--- src/rtl/ssram_arbiter.sv ---
`default_nettype none
// ============================================================================
// Module   : ssram_arbiter
// Brief    : Round-robin two-master Wishbone arbiter for the ssram slave, with
//            CPU address window, boot-mode lockout and per-strobe ack watchdog.
// Revision : 1.0
// ============================================================================
module ssram_arbiter #(
   parameter logic [29:0] WIN_LIMIT = 30'h00080000,
   parameter int          TIMEOUT   = 64,
   parameter int          CNT_W     = 8
) (
   input  logic        CLK_I,
   input  logic        RST_I,
   input  logic        boot_mode_i,
   // master 0: ao68000 CPU
   input  logic        m0_cyc_i,
   input  logic        m0_stb_i,
   input  logic        m0_we_i,
   input  logic [29:0] m0_adr_i,
   input  logic [3:0]  m0_sel_i,
   input  logic [31:0] m0_dat_i,
   output logic        m0_ack_o,
   output logic        m0_err_o,
   // master 1: sd DMA
   input  logic        m1_cyc_i,
   input  logic        m1_stb_i,
   input  logic        m1_we_i,
   input  logic [29:0] m1_adr_i,
   input  logic [3:0]  m1_sel_i,
   input  logic [31:0] m1_dat_i,
   output logic        m1_ack_o,
   output logic        m1_err_o,
   // ssram slave
   output logic        s_cyc_o,
   output logic        s_stb_o,
   output logic        s_we_o,
   output logic [18:0] s_adr_o,
   output logic [3:0]  s_sel_o,
   output logic [31:0] s_dat_o,
   input  logic        s_ack_i,
   output logic [1:0]  gnt_o
);

   localparam logic [2:0] S_IDLE = 3'd0;
   localparam logic [2:0] S_GNT0 = 3'd1;
   localparam logic [2:0] S_GNT1 = 3'd2;
   localparam logic [2:0] S_ERR  = 3'd3;
   localparam logic [2:0] S_DROP = 3'd4;

   localparam logic [CNT_W-1:0] c_wdog_last = CNT_W'(TIMEOUT - 1);

   logic [2:0]       r_state;
   logic [2:0]       w_state_nxt;
   logic             r_last_gnt;
   logic             w_last_gnt_nxt;
   logic [CNT_W-1:0] r_wdog;
   logic [CNT_W-1:0] w_wdog_nxt;
   logic [CNT_W-1:0] w_wdog_inc;
   logic             w_req0;
   logic             w_req1;
   logic             w_granted;
   logic             w_own_cyc;
   logic             w_own_stb;
   logic             w_stb_live;
   logic             w_unused_adr;

   assign w_req0 = m0_cyc_i & (m0_adr_i < WIN_LIMIT) & ~boot_mode_i;
   assign w_req1 = m1_cyc_i;

   // In GNTx, ERR and DROP the current owner is always r_last_gnt.
   assign w_own_cyc  = r_last_gnt ? m1_cyc_i : m0_cyc_i;
   assign w_own_stb  = r_last_gnt ? m1_stb_i : m0_stb_i;
   assign w_granted  = (r_state == S_GNT0) | (r_state == S_GNT1);
   assign w_stb_live = w_granted & w_own_cyc & w_own_stb;
   assign w_wdog_inc = r_wdog + 1'b1;

   // Only the low 19 word-address bits reach the ssram.
   assign w_unused_adr = ^m1_adr_i[29:19];

   always_comb begin
      w_state_nxt    = r_state;
      w_last_gnt_nxt = r_last_gnt;
      w_wdog_nxt     = '0;
      case (r_state)
         S_IDLE: begin
            if (w_req0 && (!w_req1 || r_last_gnt)) begin
               w_state_nxt    = S_GNT0;
               w_last_gnt_nxt = 1'b0;
            end else if (w_req1) begin
               w_state_nxt    = S_GNT1;
               w_last_gnt_nxt = 1'b1;
            end
         end
         S_GNT0, S_GNT1: begin
            if (!w_own_cyc) begin
               w_state_nxt = S_IDLE;
            end else if (w_stb_live && !s_ack_i) begin
               // An unacked strobe cycle that would bring the count to
               // TIMEOUT-1 ends the transfer; a same-cycle ack takes priority.
               if (w_wdog_inc == c_wdog_last) begin
                  w_state_nxt = S_ERR;
               end else begin
                  w_wdog_nxt = w_wdog_inc;
               end
            end
         end
         S_ERR: begin
            w_state_nxt = S_DROP;
         end
         S_DROP: begin
            if (!w_own_cyc) begin
               w_state_nxt = S_IDLE;
            end
         end
         default: begin
            w_state_nxt = S_IDLE;
         end
      endcase
   end

   always_ff @(posedge CLK_I or negedge RST_I) begin
      if (!RST_I) begin
         r_state    <= S_IDLE;
         r_last_gnt <= 1'b1;
         r_wdog     <= '0;
      end else begin
         r_state    <= w_state_nxt;
         r_last_gnt <= w_last_gnt_nxt;
         r_wdog     <= w_wdog_nxt;
      end
   end

   // Slave side follows the owner only while its cycle is open, so the
   // hand-back cycle and every non-granted cycle present an all-zero bus.
   always_comb begin
      s_cyc_o  = 1'b0;
      s_stb_o  = 1'b0;
      s_we_o   = 1'b0;
      s_adr_o  = '0;
      s_sel_o  = '0;
      s_dat_o  = '0;
      m0_ack_o = 1'b0;
      m0_err_o = 1'b0;
      m1_ack_o = 1'b0;
      m1_err_o = 1'b0;
      case (r_state)
         S_GNT0: begin
            m0_ack_o = s_ack_i;
            if (m0_cyc_i) begin
               s_cyc_o = 1'b1;
               s_stb_o = m0_stb_i;
               s_we_o  = m0_we_i;
               s_adr_o = m0_adr_i[18:0];
               s_sel_o = m0_sel_i;
               s_dat_o = m0_dat_i;
            end
         end
         S_GNT1: begin
            m1_ack_o = s_ack_i;
            if (m1_cyc_i) begin
               s_cyc_o = 1'b1;
               s_stb_o = m1_stb_i;
               s_we_o  = m1_we_i;
               s_adr_o = m1_adr_i[18:0];
               s_sel_o = m1_sel_i;
               s_dat_o = m1_dat_i;
            end
         end
         S_ERR: begin
            m0_err_o = ~r_last_gnt;
            m1_err_o = r_last_gnt;
         end
         default: begin
         end
      endcase
   end

   assign gnt_o = {r_state == S_GNT1, r_state == S_GNT0};

endmodule
`default_nettype wire

--- config.mk ---
export PLATFORM = sky130hd
export DESIGN_NAME = ssram_arbiter
export DESIGN_NICKNAME = d
export VERILOG_FILES = /design/src/rtl/ssram_arbiter.sv
export SDC_FILE = /design/constraint.sdc
export NUM_CORES = 1
export LEC_CHECK = 0
export BUFFER_PORTS_ARGS = -buffer_cell sky130_fd_sc_hd__buf_2
export CORE_ASPECT_RATIO = 0.8
export CORE_MARGIN = 10
export CORE_UTILIZATION = 30
export CTS_CLUSTER_DIAMETER = 30
export CTS_CLUSTER_SIZE = 16
export DETAILED_ROUTE_END_ITERATION = 6
export MAX_ROUTING_LAYER = met4
export PLACE_DENSITY = 0.82
export SYNTH_ARGS = -nofsm -noshare
export SYNTH_HDL_FRONTEND = slang
export SYNTH_SLANG_ARGS = --single-unit
--- constraint.sdc ---
create_clock -name CLK_I -period 2.2 [get_ports CLK_I]
set_input_delay 0.11 -clock CLK_I [delete_from_list [all_inputs] [get_ports CLK_I]]
set_output_delay 0.11 -clock CLK_I [all_outputs]
set_load 0.01 [all_outputs]
==> impl_metrics.yaml <==
routing:
  drcViolationCount: 0
  via_count: 2135
  first_pass_iters: 4
  vias_per_cell: 5.25
  ant_nets: 0
  drt_wl_total_um: 7780
  routedWlPerCell_um: 19.1
  first_iter_violations: 45
worst_setup_path:
  crit_family: "simple AND/OR/NAND/NOR gates"
  worst_ep_arrival_time_ns: 1.89
  path_max_fanout: 58
  slowest_stage: "dfrtp_1"
  r2r_end: "r_state[1]"
  ff2ff_path_depth: 6
  crit_path_end: "s_dat_o[6]"
  max_stage_delay_ns: 0.48
  critPathKind: "reg2out"
  r2r_start: "r_wdog[0]"
  worstSetupStartpointType: "flip-flop"
  crit_start: "r_state[1]"
  r2r_slack_ns: 0.29
  cp.required_ns: 2.09
  cp_cell_sequence: "nor3b_2 > and2_2 > buf_12 > a22o_1 > buf_2"
  cp-end-kind: "output port"
  critical_path_buf_inv_count: 2
  path_depth: 5
die:
  dieHeight_um: 81.5
  row_count: 22
  start_util_pct: 31.1
  dieArea_um2: 7900
  fp.coreArea_um2: 4570
  ios: 206
  die_w_um: 96.9
cells_and_area:
  fin_util_pct: 54.4
  antenna_cells: 0
  instances_no_fill: 407
  fin_area_um2: 2480
  area_delta_synth_final_pct: 74.9
  nets: 492
  layout-drive-gt1-share_pct: 62.8
power:
  sequentialPowerShare_pct: 17.7
  p_int_mw: 0.942
  p_switching_mw: 0.740
  ir_worst_vdd_mv: 0.297
  combPwrFrac_pct: 67.5
  leakage_nw: 1.47
  power-per-cell-area_nw_per_um2: 677
  clkPwrFrac_pct: 14.8
  switching_share_pct: 44.0
logic_synthesis:
  synthArstFlopShare_pct: 100
  avgSynthCellArea_um2: 8.88
  synth_cell_types: 42
  synth-seq-cells: 12
  yosysTopAreaCell: "a22o_1"
  yosysSeqAreaShare_pct: 21.2
  synth_top_area_share_pct: 35.2
  syn_area_um2: 1420
  syn_inst: 160
  synth_fp_nets: 304
  yosys_most_used_dff: "dfrtp_1"
  ys.warnings.count: 0
  synth_edf_count: 0
  synth_area_leaders: "a22o_1 35%, dfrtp_1 19%, nor3_2 2.8%"
placed_design:
  dp_cells: 402
  placed_area_um2: 2420
  numPortBuffers: 194
  dp_hpwl_um: 6750
  place_congestion: 0.887
sta:
  finalHoldViolCount: 0
  rsz0062_at_grt: "no"
  skew_ns: 0.00678
  finalSetupViolCount: 0
  slew-limit-headroom_pct: 73.2
  fin_setup_tns_ns: 0
  worst_slew_pin_slew_ns: 0.403
  post-route-period-util_pct: 91.1
  period_minus_slack_ns: 2.00
  fmax_mhz: 499
  final_max_slew_viol_count: 0
global_route:
  grt_pass1_wl_um: 11300
  grt_antenna_before_repair: 0
  grt_pass1_vias: 2215
  grt_max_degree: 59
  track_usage_pct: 17.6
  grt.overflow.total: 0
outcome:
  status: "complete, no violations"
clock_tree:
  clk_pin_slew_worst_paths_ns: 0.06
  cts.repair.resized: 0
  ctsHoldBuffers: 1
  cts.sinks: 12
  clk_latency_ns: 0.25
  cts_htree_levels: 1
  cts_buffer_depth: 2
  cts_setup_buffers: 0
  cts_root_buf: "clkbuf_8"
  cts_tree: "yes"
  cts_inserted_buffers: 3
min_path:
  hold_path_class: "in2reg"
run:
  cap_violations: 0
cells by family (layout without fill, tap and decap cells):
logic type,after synthesis,in the layout,synth area share [%]
compound gates,68,68,41.1
simple gates,49,49,21.7
buf+inv,21,208,8.72
flops,12,12,21.2
xor+xnor,6,6,3.70
fa+ha+maj,2,2,1.76
mux,2,2,1.76
synthesized netlist by cell type, types with 4 or more instances:
cell type,n
nand3_1,7
clkbuf_1,4
inv_1,5
buf_2,7
nand2_1,4
dfrtp_1,11
nor3_2,4
and3_1,4
nor2_1,8
a22o_1,57
xor2_1,4
cell usage in the layout (no fill, tap or decap), types with 2 or more instances in the layout:
| master | count |
|---|---|
| a21oi_1 | 2 |
| a22o_1 | 57 |
| and2_1 | 2 |
| and3_1 | 3 |
| buf_12 | 2 |
| buf_2 | 194 |
| buf_4 | 2 |
| clkbuf_8 | 4 |
| dfrtp_1 | 11 |
| ha_1 | 2 |
| inv_1 | 5 |
| nand2_1 | 4 |
| nand3_1 | 7 |
| nand4_1 | 3 |
| nor2_1 | 8 |
| nor3_1 | 2 |
| nor3_2 | 4 |
| nor3b_2 | 3 |
| o21ai_1 | 2 |
| or3_1 | 2 |
| xnor2_1 | 2 |
| xor2_1 | 4 |
sequential cells by signal, summed over array words and instances (netlist names):
| register | count |
|---|---|
| r_last_gnt | 1 |
| r_wdog | 8 |
| r_state | 3 |
worst register-to-register path: cells and delay by family, from the launching register on:
family / cells / cell delay (ns)
simple gates: 2 / 0.33
xor+xnor: 1 / 0.19
flops: 1 / 0.46
compound gates: 2 / 0.54
fa+ha+maj: 1 / 0.30
power groups by stage:
| stage | combinational [mW] | clock [mW] | sequential [mW] |
|---|---|---|---|
| 5_1_grt | 1.23 | 0.258 | 0.301 |
| 3_5_place_dp | 1.14 | 0 | 0.300 |
| 6_report | 1.13 | 0.250 | 0.297 |
| 3_3_place_gp | 1.12 | 0 | 0.297 |
| 4_1_cts | 1.14 | 0.246 | 0.298 |
| 2_1_floorplan | 0.693 | 0 | 0.272 |
area by class of cell:
| cell class | instances | area [um2] |
|---|---|---|
| clock buffer | 4 | 55.1 |
| fill | 437 | 2090 |
| inverter | 5 | 18.8 |
| multi-input combinational | 127 | 997 |
| sequential | 12 | 302 |
| tap | 60 | 75.1 |
| timing repair buffer | 199 | 1040 |
metrics by stage:
| step | setup slack (ns) | power, mW | hold slack, ns |
|---|---|---|---|
| global route | 0.112 | 1.79 | 0.205 |
| floorplan | 0.527 | 0.966 | -0.186 |
| CTS | 0.197 | 1.69 | 0.187 |
| finish | 0.195 | 1.68 | 0.183 |
| global placement | 0.409 | 1.42 | 0.00129 |
| detailed placement | 0.326 | 1.44 | 0.00241 |
worst min path at each step:
stage,slack [ns],from,endpoint,cells after the start
2_1_floorplan,-0.19,RST_I,r_state[0],0
4_1_cts,0.19,m1_cyc_i,r_last_gnt,3
6_report,0.18,m1_cyc_i,r_last_gnt,3
3_3_place_gp,0.001,RST_I,r_wdog[4],1
5_1_grt,0.21,m1_cyc_i,r_last_gnt,3
3_5_place_dp,0.002,RST_I,r_wdog[5],1
per-layer routing:
metal  part of all wire, %  track usage [%]
met5                     0                -
met4                   3.0             7.94
met3                   7.2             3.78
met2                    51             29.3
met1                    39             20.4
No activity file was read; power rests on OpenSTA's default activity.
